--- src/rtl/buffer_pkg.sv ---
// Shared constants, FSM state encoding and count clamp for the MEM-stage load buffers.
package buffer_pkg;

    localparam int BUF_DEPTH  = 32;
    localparam int BUF_ADDR_W = 5;
    localparam logic [5:0] COUNT_MAX = 6'd32;

    typedef enum logic [1:0] {
        ST_IDLE = 2'd0,
        ST_REQ  = 2'd1,
        ST_WAIT = 2'd2,
        ST_DONE = 2'd3
    } fill_state_e;

    function automatic logic [5:0] clamp_count(input logic [5:0] raw);
        if (raw > COUNT_MAX) begin
            clamp_count = COUNT_MAX;
        end else begin
            clamp_count = raw;
        end
    endfunction

endpackage

--- src/rtl/buffer_regfile.sv ---
// 32-entry buffer storage: fill and store write ports (store wins), one async read port.
// Optional write-to-read forwarding when BUF_WR_BYPASS_EN is defined.
module buffer_regfile
    import buffer_pkg::*;
#(
    parameter int DEPTH  = BUF_DEPTH,
    parameter int DATA_W = 32,
    parameter int ADDR_W = BUF_ADDR_W
) (
    input  logic              clk,
    input  logic              rst_n,
    input  logic              fill_we,
    input  logic [ADDR_W-1:0] fill_addr,
    input  logic [DATA_W-1:0] fill_data,
    input  logic              st_we,
    input  logic [ADDR_W-1:0] st_addr,
    input  logic [DATA_W-1:0] st_data,
    input  logic [ADDR_W-1:0] rd_addr,
    output logic [DATA_W-1:0] rd_data
);

    logic [DATA_W-1:0] mem_r [DEPTH];
    logic [DATA_W-1:0] rd_data_s;

    // Entry update: the core store overrides a fill landing on the same index.
    always_ff @(posedge clk or negedge rst_n) begin
        if (!rst_n) begin
            for (int i = 0; i < DEPTH; i++) begin
                mem_r[i] <= {DATA_W{1'b0}};
            end
        end else begin
            for (int i = 0; i < DEPTH; i++) begin
                if (st_we && (st_addr == ADDR_W'(i))) begin
                    mem_r[i] <= st_data;
                end else if (fill_we && (fill_addr == ADDR_W'(i))) begin
                    mem_r[i] <= fill_data;
                end
            end
        end
    end

    // Read port, with same-cycle forwarding of incoming writes when enabled.
    always_comb begin
        rd_data_s = mem_r[rd_addr];
`ifdef BUF_WR_BYPASS_EN
        if (st_we && (st_addr == rd_addr)) begin
            rd_data_s = st_data;
        end else if (fill_we && (fill_addr == rd_addr)) begin
            rd_data_s = fill_data;
        end else begin
            rd_data_s = mem_r[rd_addr];
        end
`endif
    end

    assign rd_data = rd_data_s;

endmodule

--- src/rtl/buffer_fill_engine.sv ---
// Copy engine + core store port for one MEM-stage load buffer.
// Build option BUF_WR_BYPASS_EN forwards same-cycle writes onto buf_rd_data.
module buffer_fill_engine
    import buffer_pkg::*;
#(
    parameter int DEPTH  = BUF_DEPTH,
    parameter int DATA_W = 32
) (
    input  logic              Clk,
    input  logic              Rst_n,
    input  logic              start,
    input  logic [31:0]       src_base,
    input  logic [4:0]        dst_base,
    input  logic [5:0]        count,
    output logic              mem_req,
    output logic [31:0]       mem_addr,
    input  logic              mem_gnt,
    input  logic              mem_rvalid,
    input  logic [DATA_W-1:0] mem_rdata,
    input  logic              wr_en,
    input  logic [4:0]        wr_addr,
    input  logic [DATA_W-1:0] wr_data,
    input  logic [4:0]        buf_rd_addr,
    output logic [DATA_W-1:0] buf_rd_data,
    output logic              busy,
    output logic              done
);

    fill_state_e state_r;
    logic [31:0] src_addr_r;
    logic [4:0]  dst_idx_r;
    logic [5:0]  remain_r;
    logic        mem_req_r;
    logic        busy_r;
    logic        done_r;
    logic [5:0]  count_clamped_s;
    logic        fill_we_s;

    assign count_clamped_s = clamp_count(count);
    // Only the single outstanding request can return data, so rvalid outside WAIT is dropped.
    assign fill_we_s       = (state_r == ST_WAIT) && mem_rvalid;

    // Fill sequencer: state, address/count registers and registered handshake outputs.
    always_ff @(posedge Clk or negedge Rst_n) begin
        if (!Rst_n) begin
            state_r    <= ST_IDLE;
            src_addr_r <= 32'h0000_0000;
            dst_idx_r  <= 5'd0;
            remain_r   <= 6'd0;
            mem_req_r  <= 1'b0;
            busy_r     <= 1'b0;
            done_r     <= 1'b0;
        end else begin
            case (state_r)
                ST_IDLE: begin
                    done_r <= 1'b0;
                    if (start) begin
                        busy_r <= 1'b1;
                        if (count_clamped_s != 6'd0) begin
                            src_addr_r <= src_base;
                            dst_idx_r  <= dst_base;
                            remain_r   <= count_clamped_s;
                            mem_req_r  <= 1'b1;
                            state_r    <= ST_REQ;
                        end else begin
                            done_r  <= 1'b1;
                            state_r <= ST_DONE;
                        end
                    end else begin
                        busy_r <= 1'b0;
                    end
                end
                ST_REQ: begin
                    if (mem_gnt) begin
                        mem_req_r <= 1'b0;
                        state_r   <= ST_WAIT;
                    end else begin
                        mem_req_r <= 1'b1;
                    end
                end
                ST_WAIT: begin
                    if (mem_rvalid) begin
                        src_addr_r <= src_addr_r + 32'd4;
                        dst_idx_r  <= dst_idx_r + 5'd1;
                        remain_r   <= remain_r - 6'd1;
                        if (remain_r == 6'd1) begin
                            done_r  <= 1'b1;
                            state_r <= ST_DONE;
                        end else begin
                            mem_req_r <= 1'b1;
                            state_r   <= ST_REQ;
                        end
                    end else begin
                        mem_req_r <= 1'b0;
                    end
                end
                ST_DONE: begin
                    done_r  <= 1'b0;
                    busy_r  <= 1'b0;
                    state_r <= ST_IDLE;
                end
                default: begin
                    mem_req_r <= 1'b0;
                    busy_r    <= 1'b0;
                    done_r    <= 1'b0;
                    state_r   <= ST_IDLE;
                end
            endcase
        end
    end

    assign mem_req  = mem_req_r;
    assign mem_addr = src_addr_r;
    assign busy     = busy_r;
    assign done     = done_r;

    buffer_regfile #(
        .DEPTH  (DEPTH),
        .DATA_W (DATA_W),
        .ADDR_W (BUF_ADDR_W)
    ) u_regfile (
        .clk       (Clk),
        .rst_n     (Rst_n),
        .fill_we   (fill_we_s),
        .fill_addr (dst_idx_r),
        .fill_data (mem_rdata),
        .st_we     (wr_en),
        .st_addr   (wr_addr),
        .st_data   (wr_data),
        .rd_addr   (buf_rd_addr),
        .rd_data   (buf_rd_data)
    );

endmodule

--- config.mk ---
export PLATFORM = sky130hd
export DESIGN_NAME = buffer_fill_engine
export DESIGN_NICKNAME = d
export VERILOG_FILES = /design/src/rtl/buffer_pkg.sv /design/src/rtl/buffer_regfile.sv /design/src/rtl/buffer_fill_engine.sv
export SDC_FILE = /design/constraint.sdc
export NUM_CORES = 2
export LEC_CHECK = 0
export CORE_MARGIN = 2
export CORE_UTILIZATION = 25
export CTS_BUF_LIST = sky130_fd_sc_hd__clkbuf_16
export DETAILED_ROUTE_END_ITERATION = 8
export SLEW_MARGIN = 20
export SYNTH_ARGS = -nofsm -noshare
export SYNTH_HDL_FRONTEND = slang
export SYNTH_SLANG_ARGS = --single-unit
--- constraint.sdc ---
create_clock -name Clk -period 3.46 [get_ports Clk]
set_input_delay 0.692 -clock Clk [delete_from_list [all_inputs] [get_ports Clk]]
set_output_delay 0.692 -clock Clk [all_outputs]
set_load 0.005 [all_outputs]
==> results.sh <==
export IMPL_status="complete, but fails checks"
export IMPL_violations="setup timing"
export IMPL_grt_total_usage_pct=17.48
export IMPL_routed_wl_mm=211.4
export IMPL_yosysUniqueCellTypes=67
export IMPL_cts_made_buffers=108
export IMPL_seq_area_mm2=0.02683
export IMPL_synth_top_area_share_pct=46.41
export IMPL_grt_pass1_vias=44798
export IMPL_antenna_found_initial=26
export IMPL_grt_start_max_net_pins=104
export IMPL_area_growth_pct=19.59
export IMPL_timing_final_ws_setup_ps=-38.54
export IMPL_io_pins=190
export IMPL_vias=45278
export IMPL_ys_warnings_count=0
export IMPL_crit_cells=9
export IMPL_die_area_mm2=0.2351
export IMPL_yosysMostFrequentCell="dfrtp_1"
export IMPL_hold_class="in2reg"
export IMPL_core_area_mm2=0.2299
export IMPL_drv_slew=0
export IMPL_synth_area_mm2=0.05780
export IMPL_postSynth_asyncResetShare_pct=100.0
export IMPL_max_freq_mhz=285.8
export IMPL_layout_drive_gt1_share_pct=15.25
export IMPL_max_cap_violations=0
export IMPL_avgSynthCellArea_um2=10.38
export IMPL_p_per_area_mw_per_mm2=628.8
export IMPL_worst_pin_slew_ps=1159
export IMPL_syn_nets=5707
export IMPL_h_tree_depth=3
export IMPL_synth_commonest_cells="1,072 x dfrtp_1, 1,037 x mux2i_1, 598 x nand2_1"
export IMPL_place_inst=8482
export IMPL_path_max_fanout=5
export IMPL_route_detailed_drc=0
export IMPL_period_minus_slack_ps=3499
export IMPL_synth_edf_count=0
export IMPL_place_area_mm2=0.06505
export IMPL_p_leak_uw=0.02730
export IMPL_gp_congestion=0.8350
export IMPL_drt_first_iter_violations=5337
export IMPL_ys_ff_latch=1072
export IMPL_fin_skew_ps=41.26
export IMPL_clk_pin_slew_ps=60
export IMPL_cp_data_arrival_time_ps=2810
export IMPL_crit_buf_inv=6
export IMPL_ant_nets=0
export IMPL_ir_drop_uv=402.6
export IMPL_synth_area_leaders="dfrtp_1 46%, mux2i_1 18%, mux4_2 10%"
export IMPL_crit_type="in2out"
export IMPL_nNetsFinal=5724
export IMPL_cp_end_kind="output pin"
export IMPL_instances_no_fill=8712
export IMPL_cp_slowest_cell="clkdlybuf4s50_1"
export IMPL_grt_overflow=0
export IMPL_portBuffers=189
export IMPL_cpMostUsedCell="buf_4"
export IMPL_rsz0062_at_grt="yes"
export IMPL_syn_inst=5570
export IMPL_cts_root_buf="clkbuf_16"
export IMPL_dp_hpwl_mm=122.4
export IMPL_path_cells="dlygate4sd2_1, buf_4, nand3b_1, buf_12, buf_4, o22ai_1, nor4_1, buf_4, clkdlybuf4s50_1"
export IMPL_row_count=176
export IMPL_clk_latency_ps=760
export IMPL_fin_setup_tns_ps=-78.21
export IMPL_final_period_utilization_pct=101.1
export IMPL_pre_cts_slack_ps=-511.4
export IMPL_die_h_um=484.9
export IMPL_path_delay_family="buffers and inverters"
export IMPL_relSlewSlack_pct=22.76
export IMPL_cpPeakStageDelay_ps=490
export IMPL_rr_worst_depth=10
export IMPL_clock_sinks=1072
export IMPL_grt_pass1_wl_mm=311.3
export IMPL_die_w_um=484.9
export IMPL_min_path_cells=3
export IMPL_startpoint_type="input pin"
export IMPL_cts_tree="built"
export IMPL_design_area_mm2=0.06913
export IMPL_post_drt_via_cell_ratio=5.197
export IMPL_wire_per_inst_um=24.26
export IMPL_drt_pass1_iter_count=8
export IMPL_synth_seq_area_share_pct=46.41
export IMPL_setup_violations_final=4
export IMPL_hold_slack_ps=481.2
export IMPL_multi_input_area_mm2=0.02917
export IMPL_hold_violations=0
export IMPL_synthFlopType="dfrtp_1"
export IMPL_yosys_area_top_type="dfrtp_1"
export IMPL_start_util_pct=25.14
export IMPL_fill_cells=23510
export IMPL_cp_required_ps=2770
export IMPL_cts_buffer_depth=3
placed cells by master, fill, tap and decap left out, types with 23 or more instances in the layout:
cell type	instances
a21oi_1	508
buf_12	111
buf_4	201
clkbuf_16	111
clkdlybuf4s50_1	168
clkinv_1	31
dfrtp_1	1072
inv_1	44
mux2i_1	1037
mux4_2	256
nand2_1	584
nand3_1	32
nor2_1	509
nor2_4	34
nor4_2	23
o21ai_0	529
o21ai_1	38
o22ai_1	108
o22ai_2	26
sequential cells by signal (all words and copies together) (netlist names):
name	flops
busy	1
done	1
dst_idx_r	5
mem_addr	32
mem_req	1
remain_r	6
state_r	2
u_regfile.mem_r	1024
cells by family (layout without fill, tap and decap cells):
logic type	Yosys count	after routing	synth area share (%)
other	0	7	0
AND/OR/NAND/NOR	1307	1307	9.316
multiplexers	1299	1299	28.05
adder cells (fa/ha/maj)	14	14	0.3030
buffers and inverters	618	727	4.422
AO/OA/AOI/OAI	1260	1260	11.50
flip-flops	1072	1072	46.41
final timing paths:
path | from | to | slack, ps
setup / recovery | buf_rd_addr[4] | buf_rd_data[29] | -40
hold / removal | src_base[1] | mem_addr[1]$_DFFE_PN0P_ | 480
setup reg to reg | state_r[0]$_DFFE_PN0P_ | mem_addr[30]$_DFFE_PN0P_ | 810
hold reg to reg | busy$_DFFE_PN0P_ | busy$_DFFE_PN0P_ | 490
max in group asynchronous | Rst_n | u_regfile.mem_r[202]$_DFFE_PN0P_ | 1830
min in group asynchronous | Rst_n | u_regfile.mem_r[604]$_DFFE_PN0P_ | 540
routing by layer:
metal / track usage (%) / share of wire (%) / vias up
met1: 23.15 / 41 / 22798
met4: 6.359 / 3.8 / 0
li1: - / - / 19938
met5: 0 / 0 / -
met2: 28.03 / 47 / 2099
met3: 3.699 / 8.3 / 443
what timing repair did:
item | in CTS | in global routing
buffers inserted | 5 | 9
setup endpoints to repair | 32 | 25
hold buffers | 1 | 0
gates resized for setup | 48 | 46
pin swaps | 21 | 14
endpoints found under the hold margin | 27 | 0
gates cloned | 3 | 3
final cells by class:
| cell class | instances | share of cell area, % |
|---|---|---|
| Clock buffer | 108 | 3.910 |
| Multi-Input combinational cell | 3880 | 42.20 |
| Timing Repair Buffer | 511 | 8.599 |
| Clock inverter | 94 | 0.9032 |
| Tap cell | 3026 | 5.477 |
| Antenna cell | 7 | 0.02534 |
| Inverter | 14 | 0.07602 |
| Sequential cell | 1072 | 38.81 |
per-stage QoR:
step | util (%) | total power, uW
CTS | 29.89 | 43420
global route | 30.07 | 45790
floorplan | - | 27240
global placement | 28.30 | 31290
finish | 30.07 | 43470
detailed placement | 28.30 | 31850
power by group:
part | internal (uW) | leakage (uW) | switching, uW
Clock | 6120 | 0.00175 | 5370
Combinational | 6270 | 0.0123 | 5630
Sequential | 17200 | 0.0133 | 2890
Total | 29600 | 0.0273 | 13900
worst reg2reg max path: stages (launching register included):
cell and delay (ps):
dfrtp_1 430, inv_1 90, ha_1 250, buf_4 230
nor2b_1 200, nor3_2 200, buf_4 230, and2_1 270
buf_4 310, a311oi_1 150, a211oi_1 210
Power figures use the tool's default switching activity.
